`config.mk`:
```
export PLATFORM = sky130hd
export DESIGN_NAME = sens_hispi_lane_merge
export DESIGN_NICKNAME = d
export VERILOG_FILES = /design/src/rtl/sens_hispi_pkg.sv /design/src/rtl/sens_hispi_lane_merge.sv
export SDC_FILE = /design/constraint.sdc
export NUM_CORES = 1
export LEC_CHECK = 0
export BUFFER_PORTS_ARGS = -buffer_cell sky130_fd_sc_hd__buf_2
export CORE_UTILIZATION = 25
export DETAILED_ROUTE_END_ITERATION = 8
export PLACE_DENSITY = 0.49
export SYNTH_ARGS = -nofsm -noshare
export SYNTH_HDL_FRONTEND = slang
export SYNTH_SLANG_ARGS = --single-unit
```
`constraint.sdc`:
```
create_clock -name pclk -period 5 [get_ports pclk]
set_clock_uncertainty 0.15 [all_clocks]
set_input_delay 0.5 -clock pclk [delete_from_list [all_inputs] [get_ports pclk]]
set_output_delay 0.5 -clock pclk [all_outputs]
set_load 0.01 [all_outputs]
```
`src/rtl/sens_hispi_pkg.sv`:
```
// Shared HiSPi receive-path definitions: merge FSM state encoding and default lane geometry.
package sens_hispi_pkg;

  localparam int HISPI_NUM_LANES    = 4;
  localparam int HISPI_DATA_WIDTH   = 12;
  localparam int HISPI_SKEW_TIMEOUT = 15;
  localparam int HISPI_SKEW_W       = 8;

  typedef enum logic [1:0] {
    IDLE  = 2'd0,
    ALIGN = 2'd1,
    RUN   = 2'd2,
    FLUSH = 2'd3
  } state_e;

endpackage

```
`src/rtl/sens_hispi_lane_merge.sv`:
```
// Merges the per-lane HiSPi FIFOs into one parallel pixel word per pclk, framing lines with
// sol/eol and flushing lanes whose start skew or line length disagree.
module sens_hispi_lane_merge
  import sens_hispi_pkg::*;
#(
  parameter int NUM_LANES    = HISPI_NUM_LANES,
  parameter int DATA_WIDTH   = HISPI_DATA_WIDTH,
  parameter int SKEW_TIMEOUT = HISPI_SKEW_TIMEOUT,
  parameter int LEN_WIDTH    = 14
) (
  input  logic                            pclk,
  input  logic                            prst_n,
  input  logic                            en,
  input  logic [NUM_LANES-1:0]            lane_run,
  input  logic [NUM_LANES*DATA_WIDTH-1:0] lane_dout,
  output logic [NUM_LANES-1:0]            lane_re,
  output logic [NUM_LANES*DATA_WIDTH-1:0] pxd,
  output logic                            dv,
  output logic                            sol,
  output logic                            eol,
  output logic                            err_skew,
  output logic                            err_len,
  output logic [LEN_WIDTH-1:0]            last_len
);

  localparam int PW = NUM_LANES * DATA_WIDTH;

  state_e                  state_q, state_d;
  logic [HISPI_SKEW_W-1:0] skew_cnt_q, skew_cnt_d;
  logic [LEN_WIDTH-1:0]    cnt_q, cnt_d;
  logic [LEN_WIDTH-1:0]    last_len_q, last_len_d;
  logic [PW-1:0]           pxd_q, pxd_d;
  logic                    first_q, first_d;
  logic                    dv_q, dv_d;
  logic                    sol_q, sol_d;
  logic                    err_skew_q, err_skew_d;
  logic                    err_len_q, err_len_d;
  logic [NUM_LANES-1:0]    re_d;
  logic                    any_run, all_run;

  function automatic logic [LEN_WIDTH-1:0] sat_inc(input logic [LEN_WIDTH-1:0] v);
    return (&v) ? v : v + LEN_WIDTH'(1);
  endfunction

  assign any_run = |lane_run;
  assign all_run = &lane_run;

  always_comb begin
    state_d    = state_q;
    skew_cnt_d = skew_cnt_q;
    cnt_d      = cnt_q;
    last_len_d = last_len_q;
    pxd_d      = pxd_q;
    first_d    = first_q;
    dv_d       = 1'b0;
    sol_d      = 1'b0;
    err_skew_d = 1'b0;
    err_len_d  = 1'b0;
    re_d       = '0;
    case (state_q)
      IDLE: begin
        // Disabled merge still drains the FIFOs so the lanes never stall.
        if (!en) begin
          re_d = lane_run;
        end else if (any_run) begin
          if (all_run) begin
            state_d = RUN;
            first_d = 1'b1;
            cnt_d   = '0;
          end else begin
            state_d    = ALIGN;
            skew_cnt_d = '0;
          end
        end
      end
      ALIGN: begin
        skew_cnt_d = skew_cnt_q + HISPI_SKEW_W'(1);
        if (all_run) begin
          state_d = RUN;
          first_d = 1'b1;
          cnt_d   = '0;
        end else if (!any_run) begin
          state_d = IDLE;
        end else if (skew_cnt_q == HISPI_SKEW_W'(SKEW_TIMEOUT)) begin
          err_skew_d = 1'b1;
          state_d    = FLUSH;
        end
      end
      RUN: begin
        if (all_run) begin
          re_d    = '1;
          dv_d    = 1'b1;
          pxd_d   = lane_dout;
          sol_d   = first_q;
          first_d = 1'b0;
          cnt_d   = sat_inc(cnt_q);
        end else begin
          // cnt_q already includes the word still in flight on pxd this cycle.
          last_len_d = cnt_q;
          if (any_run) begin
            err_len_d = 1'b1;
            state_d   = FLUSH;
          end else begin
            state_d = IDLE;
          end
        end
      end
      FLUSH: begin
        re_d = lane_run;
        if (!any_run) state_d = IDLE;
      end
      default: state_d = IDLE;
    endcase
  end

  always_ff @(posedge pclk or negedge prst_n) begin
    if (!prst_n) begin
      state_q    <= IDLE;
      skew_cnt_q <= '0;
      cnt_q      <= '0;
      last_len_q <= '0;
      pxd_q      <= '0;
      first_q    <= 1'b0;
      dv_q       <= 1'b0;
      sol_q      <= 1'b0;
      err_skew_q <= 1'b0;
      err_len_q  <= 1'b0;
    end else begin
      state_q    <= state_d;
      skew_cnt_q <= skew_cnt_d;
      cnt_q      <= cnt_d;
      last_len_q <= last_len_d;
      pxd_q      <= pxd_d;
      first_q    <= first_d;
      dv_q       <= dv_d;
      sol_q      <= sol_d;
      err_skew_q <= err_skew_d;
      err_len_q  <= err_len_d;
    end
  end

  // Line end is only visible when run drops, i.e. while the final word is already on pxd.
  assign eol      = dv_q & (state_q == RUN) & ~all_run;
  assign lane_re  = prst_n ? re_d : '0;
  assign pxd      = pxd_q;
  assign dv       = dv_q;
  assign sol      = sol_q;
  assign err_skew = err_skew_q;
  assign err_len  = err_len_q;
  assign last_len = last_len_q;

endmodule

```
======== After elaboration in Yosys (flattened, before gate mapping) ========
Cells that the tools add are included.
storage, ports and cells
  register bits after elaboration ......... 91
  bits of input ports ..................... 55
  output and inout port bits .............. 71
  logic and storage cells ................. 79
operators by class
  add/sub/neg operators ................... 2
  equality and inequality tests ........... 12
  multiplexer cells ....................... 40
  bitwise logic cells ..................... 3
  reductions and logical operators ........ 12
operators with widths
  kind                     count
  $mux W14                 5
  $pmux W14 S3             1
  $mux W8                  3
  $mux W2                  9
  $pmux W8 S2              1
  $mux W1                  15
  $reduce_and A5 Y1        3
  $add A14 B1 Y14 const B  1
  $ne A2 B2 Y1 const B     7
  $reduce_and A14 Y1       1
  $mux W4                  3
  $pmux W4 S3              1
  $reduce_and A4 Y1        3
  $add A8 B1 Y8 const B    1
  $eq A8 B4 Y1 const B     1
  $pmux W2 S4              1
  $eq A2 B2 Y1 const B     2
  $ne A4 B4 Y1 const B     1
  $reduce_or A4 Y1         1
  $pmux W1 S3              1
  $reduce_bool A3 Y1       1
  $and A1 B1 Y1            2
  $eq A2 B1 Y1 const B     1
  $logic_not A2 Y1         1
  other kinds (3)          3

======== Logic depth before layout (Yosys ltp) ========
  word-level depth ........................ 5
  depth in mapped cells ................... 7
  depth with buffers taken out ............ 5

======== Least setup slack after synthesis ========
OpenSTA, ideal clock, no wires.
  kind .................................... input port to output port
  start ................................... input lane_run[2]
  end ..................................... output lane_re[0]
  data arrival time ....................... 1.428 ns
  slack ................................... 2.922 ns
  stages on the path ...................... 5
  buffers on the path ..................... 1
  path through ............................ nand4_1 -> clkbuf_1 -> o21ai_0 -> a22oi_1 -> nor2b_1
between the ends
  word-level cells in the longest chain between the ends .. 4
RTL lines
  what               RTL line                      source
  from (decl)        sens_hispi_lane_merge.sv:14   input logic [NUM_LANES-1:0] lane_run,
  $reduce_and A4 Y1  sens_hispi_lane_merge.sv:46   assign all_run = &lane_run;
  $mux W4            sens_hispi_lane_merge.sv:90   if (all_run) begin
  $pmux W4 S3        sens_hispi_lane_merge.sv:60   case (state_q)
  $mux W4            sens_hispi_lane_merge.sv:144  assign lane_re = prst_n ? re_d : '0;
  to (decl)          sens_hispi_lane_merge.sv:16   output logic [NUM_LANES-1:0] lane_re,
Every way passes these cells.

======== Worst setup path after layout ========
  start ................................... register state_q[1]
  end ..................................... register cnt_q[12]
between the ends
  word-level cells in the longest chain between the ends .. 3
  elaborated cells on any way between the ends .. 10
  those cells by class .................... eq/ne (6); mux (1); reduce/logical (3)
RTL lines
  what                                                                 RTL line                      source
  from (decl)                                                          sens_hispi_lane_merge.sv:28   state_e state_q, state_d;
  from (signal assigned)                                               sens_hispi_lane_merge.sv:129  state_q <= state_d;
  $eq A2 B2 Y1 (tied with other cells)                                 sens_hispi_lane_merge.sv:60
  $ne A2 B2 Y1 (no source line) or $reduce_bool A3 Y1 (tied branches)  --
  $reduce_and A5 Y1 (no source line)                                   --
  to (signal assigned)                                                 sens_hispi_lane_merge.sv:131  cnt_q <= cnt_d;
  to (decl)                                                            sens_hispi_lane_merge.sv:30   logic [LEN_WIDTH-1:0] cnt_q, cnt_d;
Several ways; a longest one is shown, not always the timed one.
A chain may end at the register's enable or synchronous reset.

==> impl_metrics.env <==
export IMPL_syn_area_mm2=0.00401
export IMPL_fin_crit_ns=3.29
export IMPL_portBuffers=125
export IMPL_via_per_inst=4.50
export IMPL_grtUsageMet3_pct=2.91
export IMPL_seq_area_mm2=0.00228
export IMPL_period_share_pct=65.7
export IMPL_power_leakage_nw=2.79
export IMPL_antenna_found_initial=0
export IMPL_synth_top_family_by_area="simple AND/OR/NAND/NOR gates"
export IMPL_utilization_pct=33.2
export IMPL_areaGrowthSynthToFinish_pct=27.8
export IMPL_start_util_pct=26.0
export IMPL_use_met1_pct=17.3
export IMPL_dp_hpwl_mm=6.78
export IMPL_synthAdderAreaFrac_pct=0.625
export IMPL_cts_tree="yes"
export IMPL_end_kind="flip-flop"
export IMPL_synth_flop_cell="dfrtp_1"
export IMPL_grt_overflow_total=0
export IMPL_drt_antenna_violating_nets=0
export IMPL_synth_edf_count=0
export IMPL_grt_usage_pct=12.9
export IMPL_grt_use_met2_pct=19.9
export IMPL_hold_viol=6
export IMPL_yosysWarningCount=0
export IMPL_arrival_ns=3.40
export IMPL_drive_above_1_share_pct=30.0
export IMPL_grt_busiest_layer="met2"
export IMPL_syn_num_nets=480
export IMPL_post_dp_cell_area_mm2=0.00482
export IMPL_yosys_area_share_simple_pct=24.2
export IMPL_violations="hold timing"
export IMPL_diodes=0
export IMPL_syn_area_per_cell_um2=9.47
export IMPL_worstSetupPathType="reg2reg"
export IMPL_worst_pin_slew_ns=0.983
export IMPL_grt_pass1_vias=3298
export IMPL_cts_sinks=91
export IMPL_synth_xor_area_share_pct=0.219
export IMPL_rrSetupSlack_ns=1.71
export IMPL_die_h_um=129
export IMPL_first_pass_iters=4
export IMPL_fin_ws_ns=1.71
export IMPL_clk_pin_slew_ns=0.07
export IMPL_num_rows=45
export IMPL_cts_resized=0
export IMPL_dieArea_mm2=0.0165
export IMPL_final_cells=755
export IMPL_vias=3396
export IMPL_hp_class="in2async"
export IMPL_drt_wl_total_mm=10.2
export IMPL_cts_setup_buffers=0
export IMPL_finalSetupViolCount=0
export IMPL_drtIter0Drc=184
export IMPL_ys_async_sr_fraction_pct=100
export IMPL_clockRootBuffer="clkbuf_16"
export IMPL_powerDensity_mw_per_mm2=427
export IMPL_crit_path_max_fanout=60
export IMPL_vdd_drop_max_mv=0.164
export IMPL_ys_seq_elements=91
export IMPL_wl_per_cell_um=13.5
export IMPL_slew_headroom_pct=34.4
export IMPL_holdWs_ns=-0.0108
export IMPL_drv_cap=0
export IMPL_place_ws_ns=1.67
export IMPL_clockBufferDepth=2
export IMPL_nNetsFinal=596
export IMPL_run_status="finished, violations left"
export IMPL_drv_slew=0
export IMPL_synthCells=423
export IMPL_cp_start_kind="flip-flop"
export IMPL_fill_cells=1660
export IMPL_core_area_mm2=0.0154
export IMPL_grt_pass1_wl_mm=16.7
export IMPL_synthMuxAreaShare_pct=4.06
export IMPL_dp_cells=739
export IMPL_multiInputGateArea_mm2=0.00160
export IMPL_r2r_cells=6
export IMPL_grt_max_degree=61
export IMPL_cp_required_ns=5.11
export IMPL_yosysUniqueCellTypes=49
export IMPL_place_gp_congestion=0.765
export IMPL_cts_buffers=9
export IMPL_final_area_mm2=0.00512
export IMPL_r2r_start="state_q[1]"
export IMPL_drc_errors=0
export IMPL_num_io_pins=126
export IMPL_fmax_ghz=0.304
export IMPL_r2r_end="cnt_q[12]"
export IMPL_synth_compound_area_share_pct=10.9
export IMPL_die_x_um=129
export IMPL_cts_htree_levels=3
export IMPL_cts_hold_buf=0
export IMPL_yosysSeqAreaShare_pct=56.8
export IMPL_insertion_delay_ns=0.34
export IMPL_rsz0062_at_grt="false"
export IMPL_setup_tns_final_ns=0
stage by stage:
step / total power, mW / hold slack [ns]
6_report: 2.18 / -0.0108
3_5_place_dp: 1.50 / 0.312
2_1_floorplan: 1.29 / 0.0544
5_1_grt: 2.33 / 0.0304
3_3_place_gp: 1.49 / 0.307
4_1_cts: 2.22 / 0.0109
synth_stat cells (all sizes together), types with 3 or more instances:
library cell  count  area [um2]
a221oi            3        26.3
mux2i             5        50.1
o21ai            18        90.1
inv               7        26.3
dfrtp            91        2280
nand2           162         608
nand3             8        45.0
or4               3        22.5
clkbuf           13        48.8
a22oi             4        30.0
mux2             10         113
and3              8        50.1
nor2             11        41.3
nand4             5        31.3
nor3              8        40.0
nor2b             7        43.8
a21oi             6        30.0
a31oi             9        71.3
buf               9        50.0
where the power goes:
group	switching (mW)	total [mW]	internal (mW)
Combinational	0.259	0.471	0.212
Clock	0.299	0.700	0.401
Sequential	0.131	1.01	0.883
metal layers:
layer,up-vias,wire (um)
li1,1663,-
met1,1622,4780
met2,100,4650
met3,11,568
met4,0,157
met5,-,0
worst max-delay path: stages (launching register included):
cell     delay, ns
dfrtp_1       0.73
nor2b_1       0.69
nand2_2       0.06
buf_4         0.33
inv_2         0.78
o21ai_0       0.21
a31oi_1       0.22
layout make-up:
class	count	share of cell area (%)
sequential	91	44.5
multi-input combinational	302	31.3
timing repair buffer	127	12.6
tap	211	5.16
clock buffer	10	4.67
clock inverter	6	1.27
inverter	8	0.586
registers in the layout (all words and copies together) (netlist names):
signal      count
dv              1
first_q         1
err_skew        1
err_len         1
skew_cnt_q      8
cnt_q          14
pxd            48
sol             1
last_len       14
state_q         2
cells in the final DEF (no fill, tap or decap), drive strengths merged, types with 8 or more instances in the layout:
master  instances
nor2           11
nor3            8
o21ai          18
dfrtp          91
clkbuf         10
and3            8
mux2           10
inv             8
buf           127
a31oi           9
nand2         162
nand3           8
worst max-delay path by stage:
stage                      end  cells past startpoint  slack, ns         from
floorplan           lane_re[0]                      5       2.92  lane_run[2]
global placement     cnt_q[12]                      6       1.73   state_q[1]
detailed placement   cnt_q[12]                      6       1.67   state_q[1]
CTS                  cnt_q[12]                      6       1.68   state_q[1]
global route         cnt_q[12]                      6       1.40   state_q[1]
finish               cnt_q[12]                      6       1.71   state_q[1]
cells by family (layout without fill, tap and decap cells):
group | count (synthesis) | count (layout)
DFF | 91 | 91
AOI/OAI and AO/OA | 60 | 60
muxes | 15 | 15
buffers and inverters | 30 | 151
xor gates and xnor gates | 1 | 1
adders and majority gates | 2 | 2
and+or+nand+nor | 224 | 224
Power figures use the tool's default switching activity.
